`config.mk`:
```
export PLATFORM = sky130hd
export DESIGN_NAME = alu_vec_pipe
export DESIGN_NICKNAME = d
export VERILOG_FILES = /design/src/rtl/alu_vec_pipe.sv
export SDC_FILE = /design/constraint.sdc
export NUM_CORES = 2
export LEC_CHECK = 0
export ABC_AREA = 1
export CELL_PAD_IN_SITES_DETAIL_PLACEMENT = 1
export CELL_PAD_IN_SITES_GLOBAL_PLACEMENT = 2
export CORE_MARGIN = 3
export CORE_UTILIZATION = 37
export DETAILED_ROUTE_END_ITERATION = 6
export PLACE_DENSITY_LB_ADDON = 0.1
export SLEW_MARGIN = 20
export SYNTH_ARGS = -nofsm -noshare
export SYNTH_HDL_FRONTEND = slang
export SYNTH_SLANG_ARGS = --single-unit
```
`constraint.sdc`:
```
create_clock -name clk -period 14.3 [get_ports clk]
set_input_delay 3.575 -clock clk [delete_from_list [all_inputs] [get_ports clk]]
set_output_delay 3.575 -clock clk [all_outputs]
set_load 0.02 [all_outputs]
```
`src/rtl/alu_vec_pipe.sv`:
```
`default_nettype none
// ============================================================================
//  Module      : alu_vec_pipe
//  Description : LANES-wide vector ALU behind a single valid/ready interface.
//                Lane results, compare flags and per-lane MAC accumulators are
//                computed combinationally into stage 1. The result then moves
//                through a DEPTH-stage elastic pipeline.
//                Optional macro ALU_VEC_PIPE_SIGNED_EN adds a signed_mode input
//                that selects two's-complement arithmetic.
//  Revision    : 1.0  initial release
// ============================================================================
module alu_vec_pipe #(
    parameter int LANES = 4,
    parameter int WIDTH = 8,
    parameter int DEPTH = 2
) (
    input  logic                     clk,
    input  logic                     rst,
    input  logic                     in_valid,
    output logic                     in_ready,
    input  logic [3:0]               opcode,
    input  logic [LANES-1:0]         lane_mask,
    input  logic [LANES*WIDTH-1:0]   a,
    input  logic [LANES*WIDTH-1:0]   b,
`ifdef ALU_VEC_PIPE_SIGNED_EN
    input  logic                     signed_mode,
`endif
    output logic                     out_valid,
    input  logic                     out_ready,
    output logic [LANES*2*WIDTH-1:0] result,
    output logic [LANES-1:0]         a_greater,
    output logic [LANES-1:0]         a_equal,
    output logic [LANES-1:0]         a_less,
    output logic [LANES-1:0]         out_mask
);

    localparam int RW  = 2 * WIDTH;
    localparam int SHW = $clog2(WIDTH) + 1;

    localparam logic [3:0] OP_ADD  = 4'd0;
    localparam logic [3:0] OP_SUB  = 4'd1;
    localparam logic [3:0] OP_MUL  = 4'd2;
    localparam logic [3:0] OP_AND  = 4'd3;
    localparam logic [3:0] OP_OR   = 4'd4;
    localparam logic [3:0] OP_XOR  = 4'd5;
    localparam logic [3:0] OP_NOT  = 4'd6;
    localparam logic [3:0] OP_SHL  = 4'd7;
    localparam logic [3:0] OP_SHR  = 4'd8;
    localparam logic [3:0] OP_MIN  = 4'd9;
    localparam logic [3:0] OP_MAX  = 4'd10;
    localparam logic [3:0] OP_PASS = 4'd11;
    localparam logic [3:0] OP_MAC  = 4'd12;
    localparam logic [3:0] OP_CLR  = 4'd13;

    logic             sgn;
    logic             accept;
    logic             go;
    logic [DEPTH-1:0] move;

    logic [LANES*RW-1:0] lane_res;
    logic [LANES-1:0]    lane_gt;
    logic [LANES-1:0]    lane_eq;
    logic [LANES-1:0]    lane_lt;

    logic [DEPTH-1:0]    vld_q, vld_d;
    logic [LANES*RW-1:0] res_q [DEPTH];
    logic [LANES*RW-1:0] res_d [DEPTH];
    logic [LANES-1:0]    gt_q  [DEPTH];
    logic [LANES-1:0]    gt_d  [DEPTH];
    logic [LANES-1:0]    eq_q  [DEPTH];
    logic [LANES-1:0]    eq_d  [DEPTH];
    logic [LANES-1:0]    lt_q  [DEPTH];
    logic [LANES-1:0]    lt_d  [DEPTH];
    logic [LANES-1:0]    msk_q [DEPTH];
    logic [LANES-1:0]    msk_d [DEPTH];

`ifdef ALU_VEC_PIPE_SIGNED_EN
    assign sgn = signed_mode;
`else
    assign sgn = 1'b0;
`endif

    // Stage move chain from the output back to stage 1: a stage advances when
    // it holds data and the stage after it is empty or itself advancing.
    always_comb begin
        move = '0;
        go   = out_ready;
        for (int k = DEPTH - 1; k >= 0; k--) begin
            move[k] = vld_q[k] & go;
            go      = ~vld_q[k] | move[k];
        end
    end

    // Ready depends only on pipeline state and out_ready, never on in_valid.
    assign in_ready = ~rst & (~vld_q[0] | move[0]);
    assign accept   = in_valid & in_ready;

    for (genvar l = 0; l < LANES; l++) begin : g_lane
        logic [WIDTH-1:0] op_a, op_b;
        logic [RW-1:0]    ax, bx, prod, res;
        logic [RW-1:0]    acc_q, acc_d;
        logic [SHW-1:0]   sh;
        logic             a_lt, a_eq;

        assign op_a = a[l*WIDTH +: WIDTH];
        assign op_b = b[l*WIDTH +: WIDTH];
        assign ax   = sgn ? {{WIDTH{op_a[WIDTH-1]}}, op_a} : {{WIDTH{1'b0}}, op_a};
        assign bx   = sgn ? {{WIDTH{op_b[WIDTH-1]}}, op_b} : {{WIDTH{1'b0}}, op_b};
        assign sh   = op_b[SHW-1:0];
        // Low RW bits of the product are correct for both extensions.
        assign prod = ax * bx;
        // Zero-extended operands have a clear top bit, so one signed compare
        // serves both modes.
        assign a_lt = $signed(ax) < $signed(bx);
        assign a_eq = (ax == bx);

        // Lane result select and accumulator next value (only on accept).
        always_comb begin
            res   = '0;
            acc_d = acc_q;
            case (opcode)
                OP_ADD:  res = ax + bx;
                OP_SUB:  res = ax - bx;
                OP_MUL:  res = prod;
                OP_AND:  res = ax & bx;
                OP_OR:   res = ax | bx;
                OP_XOR:  res = ax ^ bx;
                OP_NOT:  res = {{WIDTH{1'b0}}, ~op_a};
                OP_SHL:  res = ax << sh;
                OP_SHR:  res = $signed(ax) >>> sh;
                OP_MIN:  res = a_lt ? ax : bx;
                OP_MAX:  res = a_lt ? bx : ax;
                OP_PASS: res = bx;
                OP_MAC: begin
                    res = acc_q + prod;
                    if (accept) acc_d = res;
                end
                OP_CLR: begin
                    res = '0;
                    if (accept) acc_d = '0;
                end
                default: res = '0;
            endcase
            if (!lane_mask[l]) begin
                res   = '0;
                acc_d = acc_q;
            end
        end

        // Per-lane accumulator register.
        always_ff @(posedge clk) begin
            if (rst) acc_q <= '0;
            else     acc_q <= acc_d;
        end

        assign lane_res[l*RW +: RW] = res;
        assign lane_gt[l] = lane_mask[l] & ~a_lt & ~a_eq;
        assign lane_eq[l] = lane_mask[l] & a_eq;
        assign lane_lt[l] = lane_mask[l] & a_lt;
    end

    // Next-state of every pipeline stage: load from upstream when it moves,
    // otherwise drain the valid bit when this stage moves on.
    always_comb begin
        vld_d = vld_q;
        for (int k = 0; k < DEPTH; k++) begin
            res_d[k] = res_q[k];
            gt_d[k]  = gt_q[k];
            eq_d[k]  = eq_q[k];
            lt_d[k]  = lt_q[k];
            msk_d[k] = msk_q[k];
        end
        if (accept) begin
            vld_d[0] = 1'b1;
            res_d[0] = lane_res;
            gt_d[0]  = lane_gt;
            eq_d[0]  = lane_eq;
            lt_d[0]  = lane_lt;
            msk_d[0] = lane_mask;
        end else if (move[0]) begin
            vld_d[0] = 1'b0;
        end
        for (int k = 1; k < DEPTH; k++) begin
            if (move[k-1]) begin
                vld_d[k] = 1'b1;
                res_d[k] = res_q[k-1];
                gt_d[k]  = gt_q[k-1];
                eq_d[k]  = eq_q[k-1];
                lt_d[k]  = lt_q[k-1];
                msk_d[k] = msk_q[k-1];
            end else if (move[k]) begin
                vld_d[k] = 1'b0;
            end
        end
    end

    // Pipeline stage registers; reset discards anything in flight.
    always_ff @(posedge clk) begin
        if (rst) begin
            vld_q <= '0;
            for (int k = 0; k < DEPTH; k++) begin
                res_q[k] <= '0;
                gt_q[k]  <= '0;
                eq_q[k]  <= '0;
                lt_q[k]  <= '0;
                msk_q[k] <= '0;
            end
        end else begin
            vld_q <= vld_d;
            for (int k = 0; k < DEPTH; k++) begin
                res_q[k] <= res_d[k];
                gt_q[k]  <= gt_d[k];
                eq_q[k]  <= eq_d[k];
                lt_q[k]  <= lt_d[k];
                msk_q[k] <= msk_d[k];
            end
        end
    end

    assign out_valid = vld_q[DEPTH-1];
    assign result    = res_q[DEPTH-1];
    assign a_greater = gt_q[DEPTH-1];
    assign a_equal   = eq_q[DEPTH-1];
    assign a_less    = lt_q[DEPTH-1];
    assign out_mask  = msk_q[DEPTH-1];

endmodule
`default_nettype wire

```
==> impl_metrics.env <==
export IMPL_run_status="finished, final reports clean"
export IMPL_yosysTopAreaCellShare=0.158
export IMPL_finClkSkew_ps=13.4
export IMPL_min_path_type="reg2reg"
export IMPL_critPathArrivalTime_ps=9900
export IMPL_p_leak_nw=16.7
export IMPL_finalSetupTns_ps=0
export IMPL_cts_root_buf="clkbuf_16"
export IMPL_syn_nets=5342
export IMPL_synth_cell_area_um2=30100
export IMPL_ant_nets=0
export IMPL_hpwlAfterDp_mm=90.6
export IMPL_max_cap_viol_count=0
export IMPL_portBuffers=157
export IMPL_seq_area_um2=4520
export IMPL_critPathMaxFanout=21
export IMPL_antenna_found_initial=2
export IMPL_drc=0
export IMPL_ys_top_cells_by_count="nand2_1, inv_1, nor2_1"
export IMPL_post_cts_buffers=0
export IMPL_peakVddDrop_mv=0.0894
export IMPL_yosysMostFrequentCell="nand2_1"
export IMPL_pwr_share_seq=0.173
export IMPL_drive_above_1_share=0.0370
export IMPL_synthDistinctLibCells=53
export IMPL_wl_per_cell_um=20.1
export IMPL_routed_wl_mm=117
export IMPL_synthFlopType="dfxtp_1"
export IMPL_clockPowerShare=0.230
export IMPL_ys_ff_latch=226
export IMPL_clock_path_buffers=3
export IMPL_dr_total_vias=30900
export IMPL_clock_latency_ps=600
export IMPL_cts_tree="done"
export IMPL_initial_utilization=0.377
export IMPL_slew_headroom=0.273
export IMPL_required_ps=14830
export IMPL_internal_power_mw=1.97
export IMPL_syn_to_final_growth_pct=8.88
export IMPL_cts_buffers=31
export IMPL_ios=158
export IMPL_instances_no_fill=5807
export IMPL_firstDrtPassIters=5
export IMPL_post_cts_resized=0
export IMPL_hold_buffers=0
export IMPL_setup_violations=0
export IMPL_via_per_inst=5.31
export IMPL_synth_area_leader_cell="nand2_1"
export IMPL_clkSlewWorstSetupHoldPaths_ps=60
export IMPL_clock_sinks=226
export IMPL_placed_area_um2=31600
export IMPL_p_sw_mw=1.88
export IMPL_final_cell_area_um2=32800
export IMPL_multi_input_area_um2=21200
export IMPL_max_clock_freq_ghz=0.107
export IMPL_fill_cells=10600
export IMPL_hold_viol=0
export IMPL_grt_pass1_vias=31400
export IMPL_synth_area_top_cells="nand2_1, dfxtp_1, ha_1"
export IMPL_overflow=0
export IMPL_gp_congestion=0.916
export IMPL_placed_cells=5750
export IMPL_startpoint_type="primary input"
export IMPL_syn_area_per_cell_um2=6.26
export IMPL_drt_iter0_markers=1813
export IMPL_core_area_um2=79800
export IMPL_combPwrFrac=0.597
export IMPL_setup_worst_path_end_class="flop"
export IMPL_design_die_area_um2=84800
export IMPL_grt_pass1_wl_mm=182
export IMPL_worst_slew_pin_slew_ps=1090
export IMPL_synth_edf_count=0
export IMPL_finalCritPeriodShare=0.655
export IMPL_yosysSeqAreaShare=0.150
export IMPL_row_count=103
export IMPL_fin_nets=5269
export IMPL_rsz0062_at_grt="false"
export IMPL_fp_dieW_um=291
export IMPL_synthCells=4806
export IMPL_track_usage=0.268
export IMPL_worst_setup_path_type="in2reg"
export IMPL_switching_share=0.488
export IMPL_yosysWarningCount=0
export IMPL_grt_max_degree=81
export IMPL_period_minus_slack_ps=9370
export IMPL_power_per_cell_area_nw_per_um2=117
export IMPL_die_h_um=291
export IMPL_synthArstFlopShare=0
export IMPL_slew_violations=0
export IMPL_cts_max_level=1
-- final timing paths --
kind	cells after the start	slack (ps)	from	end
hold reg to reg	2	460	res_q[0][26]	res_q[0][26]
setup / recovery	25	4930	b[19]	res_q[0][46]
hold / removal	2	460	res_q[0][26]	res_q[0][26]
setup reg to reg	13	11310	g_lane[0].acc_q[0]	res_q[0][8]
-- power groups by stage --
stage	clock network [mW]	logic (mW)	registers [mW]
after global routing	0.930	2.63	0.670
after detailed placement	0	2.29	0.681
after floorplan	0	1.68	0.676
after global placement	0	2.27	0.680
final	0.885	2.30	0.667
after CTS	0.908	2.30	0.667
-- cell type report --
type                       instances  area share
sequential                       226       0.138
clock buffer                      40      0.0253
inverter                         745      0.0855
tap                             1050      0.0401
multi-input combinational       3537       0.646
timing repair buffer             192      0.0560
clock inverter                    16     0.00913
antenna                            1   0.0000764
-- critical path, cell delays in order --
cell	delay [ps]
clkdlybuf4s50_1	890
ha_1	550
fa_1	450
fa_1	490
fa_1	550
inv_1	50
fa_1	470
inv_1	40
ha_1	350
nand2_1	70
nor2_1	130
nand2_1	70
nand3_1	120
a21oi_1	110
or2_2	290
and2_1	150
ha_1	380
inv_1	100
nor3_1	280
nand4_1	200
nand3b_1	160
nand3_1	90
nand3b_1	130
nand2_1	70
a21oi_1	110
-- per-stage QoR --
stage | hold WS [ps] | utilization | total power, mW | setup slack (ps)
floorplan | 438 | - | 2.35 | 5540
global placement | 450 | 0.397 | 2.95 | 4380
detailed placement | 454 | 0.397 | 2.97 | 4300
CTS | 463 | 0.411 | 3.88 | 4920
global route | 477 | 0.411 | 4.23 | 4390
finish | 462 | 0.411 | 3.85 | 4930
-- sequential cells by signal, summed over array words and instances, names as in the netlist --
| register | flops |
|---|---|
| gt_q | 8 |
| eq_q | 8 |
| lt_q | 8 |
| g_lane.acc_q | 64 |
| msk_q | 8 |
| res_q | 128 |
| vld_q | 2 |
-- placed cells by master, fill, tap and decap left out, drive strengths merged, types with 61 or more instances in the layout --
master and n:
nand2 1290, clkdlybuf4s50 156, inv 738, o211ai 70, nand3 350, ha 304, dfxtp 226, o21ai 267
nor2 438, a21oi 347, fa 156, nand4 61
-- kinds of logic (layout without fill, tap and decap cells) --
| group | Yosys count | after routing | synth area share |
|---|---|---|---|
| other | 0 | 1 | 0 |
| DFF | 226 | 226 | 0.150 |
| AOI/OAI and AO/OA | 782 | 782 | 0.143 |
| and+or+nand+nor | 2247 | 2247 | 0.315 |
| xor gates and xnor gates | 48 | 48 | 0.0140 |
| adders and majority gates | 460 | 460 | 0.230 |
| buffers and inverters | 1043 | 993 | 0.147 |
-- per-layer routing --
metal	vias to the layer above	share of wire	GRT usage
li1	15100	-	-
met1	14900	0.48	0.383
met2	742	0.45	0.446
met3	116	0.050	0.0230
met4	0	0.016	0.0448
met5	-	0	0
Note: power is estimated with default switching activity, not from simulation.
